File: src/rtl/cache_pkg.sv
// Shared types and sizing helpers for the set-associative L1 cache.
// State encoding plus index/tag width helpers derived from WIDTH and SETS.
package cache_pkg;

    typedef enum logic [1:0] {
        IDLE,
        FILL,
        WTHRU
    } state_t;

    function automatic int index_bits(input int sets);
        return $clog2(sets);
    endfunction

    function automatic int tag_bits(input int width, input int sets);
        return width - 2 - $clog2(sets);
    endfunction

    localparam int DEF_WIDTH  = 32;
    localparam int DEF_SETS   = 8;
    localparam int INDEX_BITS = index_bits(DEF_SETS);
    localparam int TAG_BITS   = tag_bits(DEF_WIDTH, DEF_SETS);

endpackage

File: src/rtl/cache_set_array.sv
// One way of the cache: valid bits, tags and one data word per set.
// Ports: rd_index -> rd_valid/rd_tag/rd_data (combinational read);
//        wr_en/wr_index/wr_tag/wr_data (registered write, sets valid).
//        rst clears valid bits only.
module cache_set_array #(
    parameter int WIDTH = 32,
    parameter int SETS  = 8,
    parameter int TW    = 27
) (
    input  logic                     clk,
    input  logic                     rst,
    input  logic [$clog2(SETS)-1:0]  rd_index,
    output logic                     rd_valid,
    output logic [TW-1:0]            rd_tag,
    output logic [WIDTH-1:0]         rd_data,
    input  logic                     wr_en,
    input  logic [$clog2(SETS)-1:0]  wr_index,
    input  logic [TW-1:0]            wr_tag,
    input  logic [WIDTH-1:0]         wr_data
);

    logic [SETS-1:0]  valid;
    logic [TW-1:0]    tags [SETS];
    logic [WIDTH-1:0] data [SETS];

    always_ff @(posedge clk) begin
        if (rst) begin
            valid <= '0;
        end else if (wr_en) begin
            valid[wr_index] <= 1'b1;
        end
    end

    always_ff @(posedge clk) begin
        if (wr_en) begin
            tags[wr_index] <= wr_tag;
            data[wr_index] <= wr_data;
        end
    end

    assign rd_valid = valid[rd_index];
    assign rd_tag   = tags[rd_index];
    assign rd_data  = data[rd_index];

endmodule

File: src/rtl/assoc_cache.sv
// Blocking write-through, no-write-allocate L1 cache (1 or 2 ways, LRU).
// Ports: cpu_* pipeline side with stall, mem_* backing side with mem_ack,
//        hit_count/miss_count statistics (built only with ASSOC_CACHE_STATS_EN).
module assoc_cache
    import cache_pkg::*;
#(
    parameter int WIDTH = 32,
    parameter int SETS  = 8,
    parameter int WAYS  = 2
) (
    input  logic             clk,
    input  logic             rst,
    input  logic             cpu_req,
    input  logic             cpu_we,
    input  logic [WIDTH-1:0] cpu_addr,
    input  logic [WIDTH-1:0] cpu_wdata,
    output logic [WIDTH-1:0] cpu_rdata,
    output logic             stall,
    output logic             mem_req,
    output logic             mem_we,
    output logic [WIDTH-1:0] mem_addr,
    output logic [WIDTH-1:0] mem_wdata,
    input  logic             mem_ack,
    input  logic [WIDTH-1:0] mem_rdata,
    output logic [31:0]      hit_count,
    output logic [31:0]      miss_count
);

    localparam int IW = index_bits(SETS);
    localparam int TW = tag_bits(WIDTH, SETS);

    state_t state, state_nx;

    logic [IW-1:0]    idx;
    logic [TW-1:0]    tag;
    logic [WAYS-1:0]  way_valid, way_hit, way_we;
    logic [TW-1:0]    way_tag  [WAYS];
    logic [WIDTH-1:0] way_data [WAYS];
    logic [WIDTH-1:0] wr_data, hit_data;
    logic             hit, hit_way, victim;
    logic             ack, ld_hit, lru_upd, upd_way;
    logic             unused_lsb;

    assign idx        = cpu_addr[IW+1:2];
    assign tag        = cpu_addr[WIDTH-1:IW+2];
    assign unused_lsb = ^cpu_addr[1:0];

    for (genvar w = 0; w < WAYS; w++) begin : g_way
        cache_set_array #(
            .WIDTH (WIDTH),
            .SETS  (SETS),
            .TW    (TW)
        ) u_set (
            .clk      (clk),
            .rst      (rst),
            .rd_index (idx),
            .rd_valid (way_valid[w]),
            .rd_tag   (way_tag[w]),
            .rd_data  (way_data[w]),
            .wr_en    (way_we[w]),
            .wr_index (idx),
            .wr_tag   (tag),
            .wr_data  (wr_data)
        );
        assign way_hit[w] = way_valid[w] && (way_tag[w] == tag);
        // Fill writes the victim; a write-through only refreshes a hit way.
        assign way_we[w]  = ack && ((state == FILL) ? (victim == 1'(w))
                                  : ((state == WTHRU) && way_hit[w]));
    end

    assign hit      = |way_hit;
    assign hit_data = way_hit[0] ? way_data[0] : way_data[WAYS-1];
    assign wr_data  = (state == FILL) ? mem_rdata : cpu_wdata;

    // mem_req is already low in reset and IDLE, so stray acks drop out here.
    assign ack     = mem_ack && mem_req;
    assign ld_hit  = !rst && (state == IDLE) && cpu_req && !cpu_we && hit;
    assign lru_upd = ld_hit || (ack && ((state == FILL)
                                     || ((state == WTHRU) && hit)));
    assign upd_way = (state == FILL) ? victim : hit_way;

    if (WAYS == 2) begin : g_lru
        // One bit per set naming the way to evict next.
        logic [SETS-1:0] lru;
        always_ff @(posedge clk) begin
            if (rst) begin
                lru <= '0;
            end else if (lru_upd) begin
                lru[idx] <= ~upd_way;
            end
        end
        assign hit_way = way_hit[1];
        assign victim  = !way_valid[0] ? 1'b0
                       : !way_valid[1] ? 1'b1
                       : lru[idx];
    end else begin : g_dm
        logic unused_upd;
        assign unused_upd = lru_upd ^ upd_way;
        assign hit_way    = 1'b0;
        assign victim     = 1'b0;
    end

    always_ff @(posedge clk) begin
        if (rst) begin
            state <= IDLE;
        end else begin
            state <= state_nx;
        end
    end

    always_comb begin
        state_nx = state;
        unique case (state)
            IDLE: begin
                if (cpu_req && cpu_we) begin
                    state_nx = WTHRU;
                end else if (cpu_req && !hit) begin
                    state_nx = FILL;
                end
            end
            FILL, WTHRU: begin
                if (ack) begin
                    state_nx = IDLE;
                end
            end
            default: state_nx = IDLE;
        endcase
    end

    always_comb begin
        mem_req   = 1'b0;
        mem_we    = 1'b0;
        stall     = 1'b0;
        cpu_rdata = '0;
        if (!rst) begin
            unique case (state)
                IDLE: begin
                    stall = cpu_req && (cpu_we || !hit);
                    if (ld_hit) begin
                        cpu_rdata = hit_data;
                    end
                end
                FILL: begin
                    mem_req = 1'b1;
                    stall   = 1'b1;
                end
                WTHRU: begin
                    mem_req = 1'b1;
                    mem_we  = 1'b1;
                    // Store retires in the ack cycle itself.
                    stall   = !mem_ack;
                end
                default: ;
            endcase
        end
    end

    assign mem_addr  = {cpu_addr[WIDTH-1:2], 2'b00};
    assign mem_wdata = cpu_wdata;

`ifdef ASSOC_CACHE_STATS_EN
    logic        acc_miss;
    logic [31:0] hit_q, miss_q;

    assign acc_miss = (state == IDLE) && cpu_req && (cpu_we || !hit);

    always_ff @(posedge clk) begin
        if (rst) begin
            hit_q  <= '0;
            miss_q <= '0;
        end else begin
            if (ld_hit) begin
                hit_q <= hit_q + 32'd1;
            end
            if (acc_miss) begin
                miss_q <= miss_q + 32'd1;
            end
        end
    end

    assign hit_count  = hit_q;
    assign miss_count = miss_q;
`else
    assign hit_count  = '0;
    assign miss_count = '0;
`endif

endmodule
File: config.mk
export PLATFORM = sky130hd
export DESIGN_NAME = assoc_cache
export DESIGN_NICKNAME = d
export VERILOG_FILES = /design/src/rtl/cache_pkg.sv /design/src/rtl/cache_set_array.sv /design/src/rtl/assoc_cache.sv
export SDC_FILE = /design/constraint.sdc
export NUM_CORES = 1
export LEC_CHECK = 0
export ABC_AREA = 1
export CORE_ASPECT_RATIO = 1.2
export CORE_MARGIN = 2
export CORE_UTILIZATION = 59
export DETAILED_ROUTE_END_ITERATION = 8
export PLACE_DENSITY = 0.91
export SYNTH_ARGS = -nofsm -noshare
export SYNTH_HDL_FRONTEND = slang
export SYNTH_SLANG_ARGS = --single-unit
File: constraint.sdc
create_clock -name clk -period 5.89 [get_ports clk]
set_input_delay 0.8835 -clock clk [delete_from_list [all_inputs] [get_ports clk]]
set_output_delay 0.8835 -clock clk [all_outputs]
set_load 0.01 [all_outputs]
; ---- Word level (Yosys, flattened, before mapping)
; Memory sizes are Yosys's and may differ from the RTL's.
; Cells that the tools add are included.
[totals]
inputBits = 101
mem_bits_rw = 944
mem_count = 4
regBits = 26
output_inout_bits = 163
wordCells = 81
[op_classes]
bitwise = 4
n_mux = 33
reduce_logical = 28
n_lt_le_gt_ge = 2
n_eq_ne = 6
[mem_list]
columns = memory, words, width, read_ports, rd_clocked_by_memory_dff, write_ports, line
row1 = g_way[0].u_set.data, 8, 32, 1, 0, 1, cache_set_array.sv:24  ; logic [WIDTH-1:0] data [SETS];
row2 = g_way[1].u_set.data, 8, 32, 1, 0, 1, cache_set_array.sv:24
row3 = g_way[0].u_set.tags, 8, 27, 1, 0, 1, cache_set_array.sv:23  ; logic [TW-1:0] tags [SETS];
row4 = g_way[1].u_set.tags, 8, 27, 1, 0, 1, cache_set_array.sv:23
[op_table]
columns = operator, count
row1 = two-way mux 32 bit, 5
row2 = == test 27 bit, 2
row3 = two-way mux 1 bit, 18
row4 = logical AND 1 bit, 17
row5 = bitwise OR 8 bit, 2
row6 = binary-select mux 1 bit (select 3 bit), 3
row7 = bitwise mux 8 bit, 1
row8 = two-way mux 2 bit, 3
row9 = zero test 1 bit, 4
row10 = "less-than comparator 3 x 4 -> 1 bit, second input constant", 1
row11 = case mux 2 bit (2 select lines), 1
row12 = OR reduction 2 bit, 2
row13 = demux 1 bit (select 3 bit), 1
row14 = ">= comparator 3 x 1 -> 1 bit, second input constant", 1
row15 = logical OR 1 bit, 3
row16 = "inequality test 3 x 1 -> 1 bit, second input constant", 1
row17 = case mux 1 bit (3 select lines), 1
row18 = "== test 2 x 1 -> 1 bit, second input constant", 1
row19 = "== test 2 bit, second input constant", 1
row20 = zero test 2 bit, 1
row21 = "inequality test 2 x 1 -> 1 bit, second input constant", 1
row22 = NOT 1 bit, 2
row23 = AND reduction 2 bit, 1

; ---- Depth between registers and ports, before layout
[depth]
depth_word = 9
depth_mapped = 23
depth_no_buf = 20

; ---- Modules after synthesis
; From an unflattened synthesis, not the netlist that was laid out.
[hier_totals]
hier_cells = 4980
area_unflattened_um2 = 45894.0
[by_module_without_submodules]
columns = module, seq_area_each_um2, instances, cells_per_inst, area_each_um2
row1 = cache_set_array at g_way[0].u_set, 14333.7, 1, 2111, 21013.9
row2 = cache_set_array at g_way[1].u_set, 14333.7, 1, 2111, 21010.2
row3 = assoc_cache, 200.2, 1, 758, 3870.0

; ---- Worst setup path before layout
; OpenSTA, ideal clock, no wires.
[synth_timing]
kind = input to register
from = input cpu_addr[3]
to = memory g_way[0].u_set.data[0][0], enable pin
path_stages = 18
required_ns = 5.412
setup_ns = 0.478
arrival_ns = 5.034
path_slack_ns = 0.378
path_buffers = 3
cell_sequence = buf_4 > nand2_2 > buf_6 > buf_4 > nor2_1 > o21ai_0 > nand2_1 > nor2_1 > nor2_1 > nor2_1 > nand2_1 > nor2_1 > nand2_1 > nor2_1 > nand2_1 > o21ai_0 > nand2_1 > nor2_1
[synth_via]
elab_chain_len = 9
word_cells_on_any_way = 17
cone_classes = eq/ne: 1 / mux: 11 / bitwise: 1 / reduce/logical: 3 / memory: 1
[synth_rtl]
columns = item, line
row1 = start: declaration, assoc_cache.sv:15  ; input logic [WIDTH-1:0] cpu_addr,
row2 = "parallel branches: the longest is 9 deep, another holds memory (8 x 27 bit)", n/a
row3 = end: declaration, cache_set_array.sv:24
; Several ways; the timed one is not identified. The select of a mux whose other input is x is not followed.

; ---- Final worst setup path
[layout_timing]
from = input cpu_addr[4]
to = output cpu_rdata[20]
[layout_via]
elab_chain_len = 8
word_cells_on_any_way = 18
cone_classes = eq/ne: 2 / mux: 8 / reduce/logical: 4 / memory: 4
[layout_rtl]
columns = item, line
row1 = memory (8 x 27 bit) or binary-select mux 1 bit (select 3 bit) (tied branches), n/a
row2 = == test 27 bit or two-way mux 1 bit (tied branches), "assoc_cache.sv:65, cache_set_array.sv:41"
row3 = logical AND 1 bit, assoc_cache.sv:65  ; assign way_hit[w] = way_valid[w] && (way_tag[w] == tag);
row4 = OR reduction 2 bit, assoc_cache.sv:71  ; assign hit = |way_hit;
row5 = logical AND 1 bit, assoc_cache.sv:77  ; assign ld_hit = !rst && (state == IDLE) && cpu_req && !cpu_we && hit;
row6 = two-way mux 32 bit (*), assoc_cache.sv:139  ; if (ld_hit) begin
row7 = two-way mux 32 bit (*), assoc_cache.sv:136  ; unique case (state)
row8 = two-way mux 32 bit (*), assoc_cache.sv:135  ; if (!rst) begin
row9 = end: declaration, assoc_cache.sv:17  ; output logic [WIDTH-1:0] cpu_rdata,
; Mark *: on every way between the ends. The rest lies on a longest branch, timed or not. The select of a mux whose other input is x is not followed.

==> results.md <==
- The XOR/XNOR share of the synthesized area is 0.000657.
- The top cell types in the final layout, fill and taps aside, are sky130_fd_sc_hd__edfxtp_1, sky130_fd_sc_hd__nand2_1, sky130_fd_sc_hd__nor2_1, sky130_fd_sc_hd__inv_1, sky130_fd_sc_hd__o22ai_1.
- Of the total synthesized cell area, the portion taken by full adders, half adders and majority gates is 0.00125.
- The largest family of logic cells by synthesized area is simple AND/OR/NAND/NOR gates.
- The area of the core is about 67000 µm².
- The mux cell area share after synthesis is 0.
- The type of the worst min-delay path is flop to flop.
- Across the routed clock network, the largest skew measured is approximately 0.045 ns.
- By startpoint and endpoint, the worst setup path is classified as primary input to output port.
- The number of global-route vias before repair is around 28000.
- For this run, the number of Yosys warnings is 0.
- Dividing total power by cell area gives a power density of 316 nW/µm².
- The largest net degree at the start of global routing is 95.
- Port buffering added 195 buffers.
- The number of core rows is between 100 and 150.
- The fraction of final layout cells sized beyond drive strength 1 is 0.0937.
- The cell at the root of the clock tree is sky130_fd_sc_hd__clkbuf_16.
- CTS built an H-tree with a depth of 3.
- The worst-skew pair later-pin latency is 0.67 ns.
- After clock tree synthesis, the clock-pin slew on the worst setup and hold paths is 0.06 ns.
- The largest fanout on the critical path is 33.
- The part of the Yosys area used for sequential elements is 0.722.
- The filler cells instantiated in the layout total slightly above 4000.
- The area share of the largest cell type after synthesis is 0.709.
- TritonCTS built the clock tree.
- The worst path needs approximately 5.8 ns of the cycle, external delays included.
- The via density per instance is about 6.2.
- For this configuration, the core starts out at a cell density of 0.596.
- The static leakage is between 15 and 20 nW.
- The peak ir drop on the vdd network is between 0.0002 and 0.0003 V.
- Setup total negative slack on the finished layout was measured at 0 ns.
- Derived from the worst setup path, the maximum achievable clock frequency is 173 MHz.
- The area growth from synthesis to layout is 14.8%.
- The clock buffer count from CTS is 91.
- The combinational group share of total power is 0.071.
- STA puts the critical path data required time at between 5 and 6 ns.
- The floorplan step defined a die boundary enclosing 69900 µm².
- The distinct cell type count of the synthesized netlist is 46.
- The number of standard cells after synthesis is 3307.
- The post-placement worst setup slack is about 0.10 ns.
- The clock sink count is 970.
- The final hold violation count is 0.
- The final critical-path setup slack is around 0.12 ns.
- After clock tree synthesis, the flow added hold-fix buffers numbering 0.
- The post-route fraction of the period consumed by the critical path is 0.979.
- In the routed design, unresolved DRC markers number 0.
- Before antenna repair, the detailed router went through 6 iterations.
- The max-slew headroom at the worst pin is 0.333.
- The share of total power consumed by net switching is 0.225.
- The wire-length estimate of the detail-placed layout is approximately 62000 µm.
- The worst-margin pin slew is 0.998 ns.
- Of the total synthesized cell area, the portion taken by AND, OR, NAND and NOR gates is 0.134.
- The number of antenna diodes is 0.
- Max-cap violations in this run came to 0.
- Of the total power, the clock network draws 0.399.
- For the worst setup path, the data arrival time is a little under 5 ns.
- The element type at the critical path end is an output port.
- The floorplan step set the die height to between 200 and 300 µm.
- The routed wire length is approximately 110000 µm.
- After the first detailed-routing iteration, the DRC count stood at 4255.
- The number of top-level design ports is approximately 260.
- For this run the aggregate overflow at the end of global routing stands at 0.
- The netlist area before placement is between 40000 and 50000 µm².
- The internal power of the cells totals roughly 0.011 W.
- The first global-routing pass estimated roughly 170000 µm of wire.
- The sequential power share is 0.530.
- The flip-flop and latch count after synthesis is 970.
- Routability-driven placement finished with a final weighted congestion of approximately 1.0.
- After synthesis, the cell types taking the most area are sky130_fd_sc_hd__edfxtp_1, sky130_fd_sc_hd__nand2_1, sky130_fd_sc_hd__o22ai_1.
- In this run the horizontal extent of the chip is between 200 and 250 µm.
- At the end of the flow, the number of nets in the layout was 3600.
- The max-slew violation total from the final report is 0.
- The deepest clock path buffer count is 3.
- The routed layout has 27655 vias.
- The overall global routing resource usage is 0.316.
- STA classifies the critical path startpoint as a primary input.
- The number of antenna violations at the first check in global routing is 0.
- The flow ran to the end, and the final reports show no timing, DRC or antenna violations.
- Setup repair after global routing left no endpoint under its margin.
- The reported net switching power is roughly 0.0033 W.
- Setup violations remaining at the end of the flow were counted as 0.
- The count of nets left with antenna violations once routing finished came out at 0.
- Leaving out fill and tap cells, the most frequent cell in the layout is sky130_fd_sc_hd__edfxtp_1.
- The compound-cell area share of the yosys netlist is 0.0732.
- Averaged over all synthesized cells, the footprint is 12.1 µm².
- sky130_fd_sc_hd__edfxtp_1 takes more of the synthesized area than any other cell.
- The detailed-route wire length per cell is about 25 µm.
==> sequential cells by signal, summed over array words and instances, names as in the netlist <==
name / flops
g_way.u_set.data: 512
g_way.u_set.tags: 432
g_way.u_set.valid: 16
g_lru.lru: 8
state: 2
==> worst paths after layout <==
path,startpoint,to,slack (ns),depth (start not counted)
setup / recovery,cpu_addr[4],cpu_rdata[20],0.12,21
hold / removal,g_way[1].u_set.valid[5],g_way[1].u_set.valid[5],0.45,2
setup reg to reg,state[1],g_way[1].u_set.tags[4][22],1.74,8
hold reg to reg,g_way[1].u_set.valid[5],g_way[1].u_set.valid[5],0.45,2
==> repair_timing <==
item,CTS,global route
setup buffers,0,0
gates resized for setup,1,11
endpoints found under the setup margin,1,33
endpoints found under the hold margin,0,0
==> cells in the mapped netlist, drive strengths merged <==
library cell / n
a221oi: 2
o21bai: 3
nand3b: 3
or4: 5
o21ai: 116
edfxtp: 944
o41ai: 23
dfxtp: 26
o211ai: 33
or2: 45
and2: 3
xor2: 3
a21oi: 40
o22a: 3
inv: 282
buf: 222
nor4: 22
clkbuf: 54
o21a: 8
a211oi: 10
clkinv: 1
nand4: 5
o221ai: 14
nor2: 352
nor3: 21
a21boi: 1
o22ai: 215
nand3: 122
nand2: 724
ha: 4
conb: 1
==> metrics by stage <==
step	power (W)	instance area [µm²]	utilization	hold WS (ns)	std cells
6_report	0.0145	45900	0.684	0.454	4467
5_1_grt	0.0148	45900	0.684	0.478	4467
4_1_cts	0.0144	45900	0.683	0.455	4467
3_5_place_dp	0.00880	43000	0.640	0.442	4303
3_3_place_gp	0.00875	43000	0.640	0.438	4303
2_1_floorplan	0.00841	40300	-	0.424	3372
==> metal layers <==
| metal | up-vias | global-route usage | routed length, µm |
|---|---|---|---|
| met5 | - | 0 | 0 |
| met4 | 0 | 0.198 | 6600 |
| met3 | 512 | 0.0728 | 14400 |
| met2 | 2344 | 0.532 | 55300 |
| met1 | 13019 | 0.372 | 35700 |
| li1 | 11780 | - | - |
==> cell type report <==
| type | instances | area, µm² | area share |
|---|---|---|---|
| flip-flops and latches | 970 | 28900 | 0.629 |
| multi-input cells | 1843 | 8720 | 0.190 |
| repair buffers | 306 | 3240 | 0.0706 |
| clock buffers | 107 | 2370 | 0.0516 |
| well taps | 901 | 1130 | 0.0246 |
| inverters | 283 | 1080 | 0.0235 |
| clock inverters | 57 | 515 | 0.0112 |
==> cell families (layout without fill, tap and decap cells) <==
group	Yosys count	count (layout)
flip-flops	970	970
buffers and inverters	559	753
other	1	66
XOR/XNOR	3	3
adder cells (fa/ha/maj)	4	4
AND/OR/NAND/NOR	1302	1302
AO/OA/AOI/OAI	468	468
==> power by group through the flow <==
stage / logic, W / registers (W) / clock network, W
global placement: 0.000934 / 0.00782 / 0
global route: 0.00110 / 0.00767 / 0.00604
floorplan: 0.000595 / 0.00782 / 0
finish: 0.00103 / 0.00767 / 0.00579
CTS: 0.00100 / 0.00767 / 0.00577
detailed placement: 0.000983 / 0.00782 / 0
==> critical path, stage by stage <==
cell,delay [ns]
sky130_fd_sc_hd__clkdlybuf4s50_1,0.49
sky130_fd_sc_hd__buf_6,0.20
sky130_fd_sc_hd__inv_4,0.11
sky130_fd_sc_hd__nand2_4,0.17
sky130_fd_sc_hd__buf_12,0.22
sky130_fd_sc_hd__nor2_1,0.09
sky130_fd_sc_hd__o21ai_0,0.12
sky130_fd_sc_hd__nand2_1,0.10
sky130_fd_sc_hd__nor2_1,0.11
sky130_fd_sc_hd__nand2_1,0.06
sky130_fd_sc_hd__nand2_1,0.18
sky130_fd_sc_hd__nand2_1,0.12
sky130_fd_sc_hd__nor2_1,0.19
sky130_fd_sc_hd__nand2_1,0.08
sky130_fd_sc_hd__nor2_1,0.13
sky130_fd_sc_hd__nand2_2,0.13
sky130_fd_sc_hd__nand2_1,0.14
sky130_fd_sc_hd__nand3_2,0.09
sky130_fd_sc_hd__buf_12,0.21
sky130_fd_sc_hd__a211oi_2,0.39
sky130_fd_sc_hd__clkdlybuf4s50_1,0.62
No activity file was read; power rests on OpenSTA's default activity.
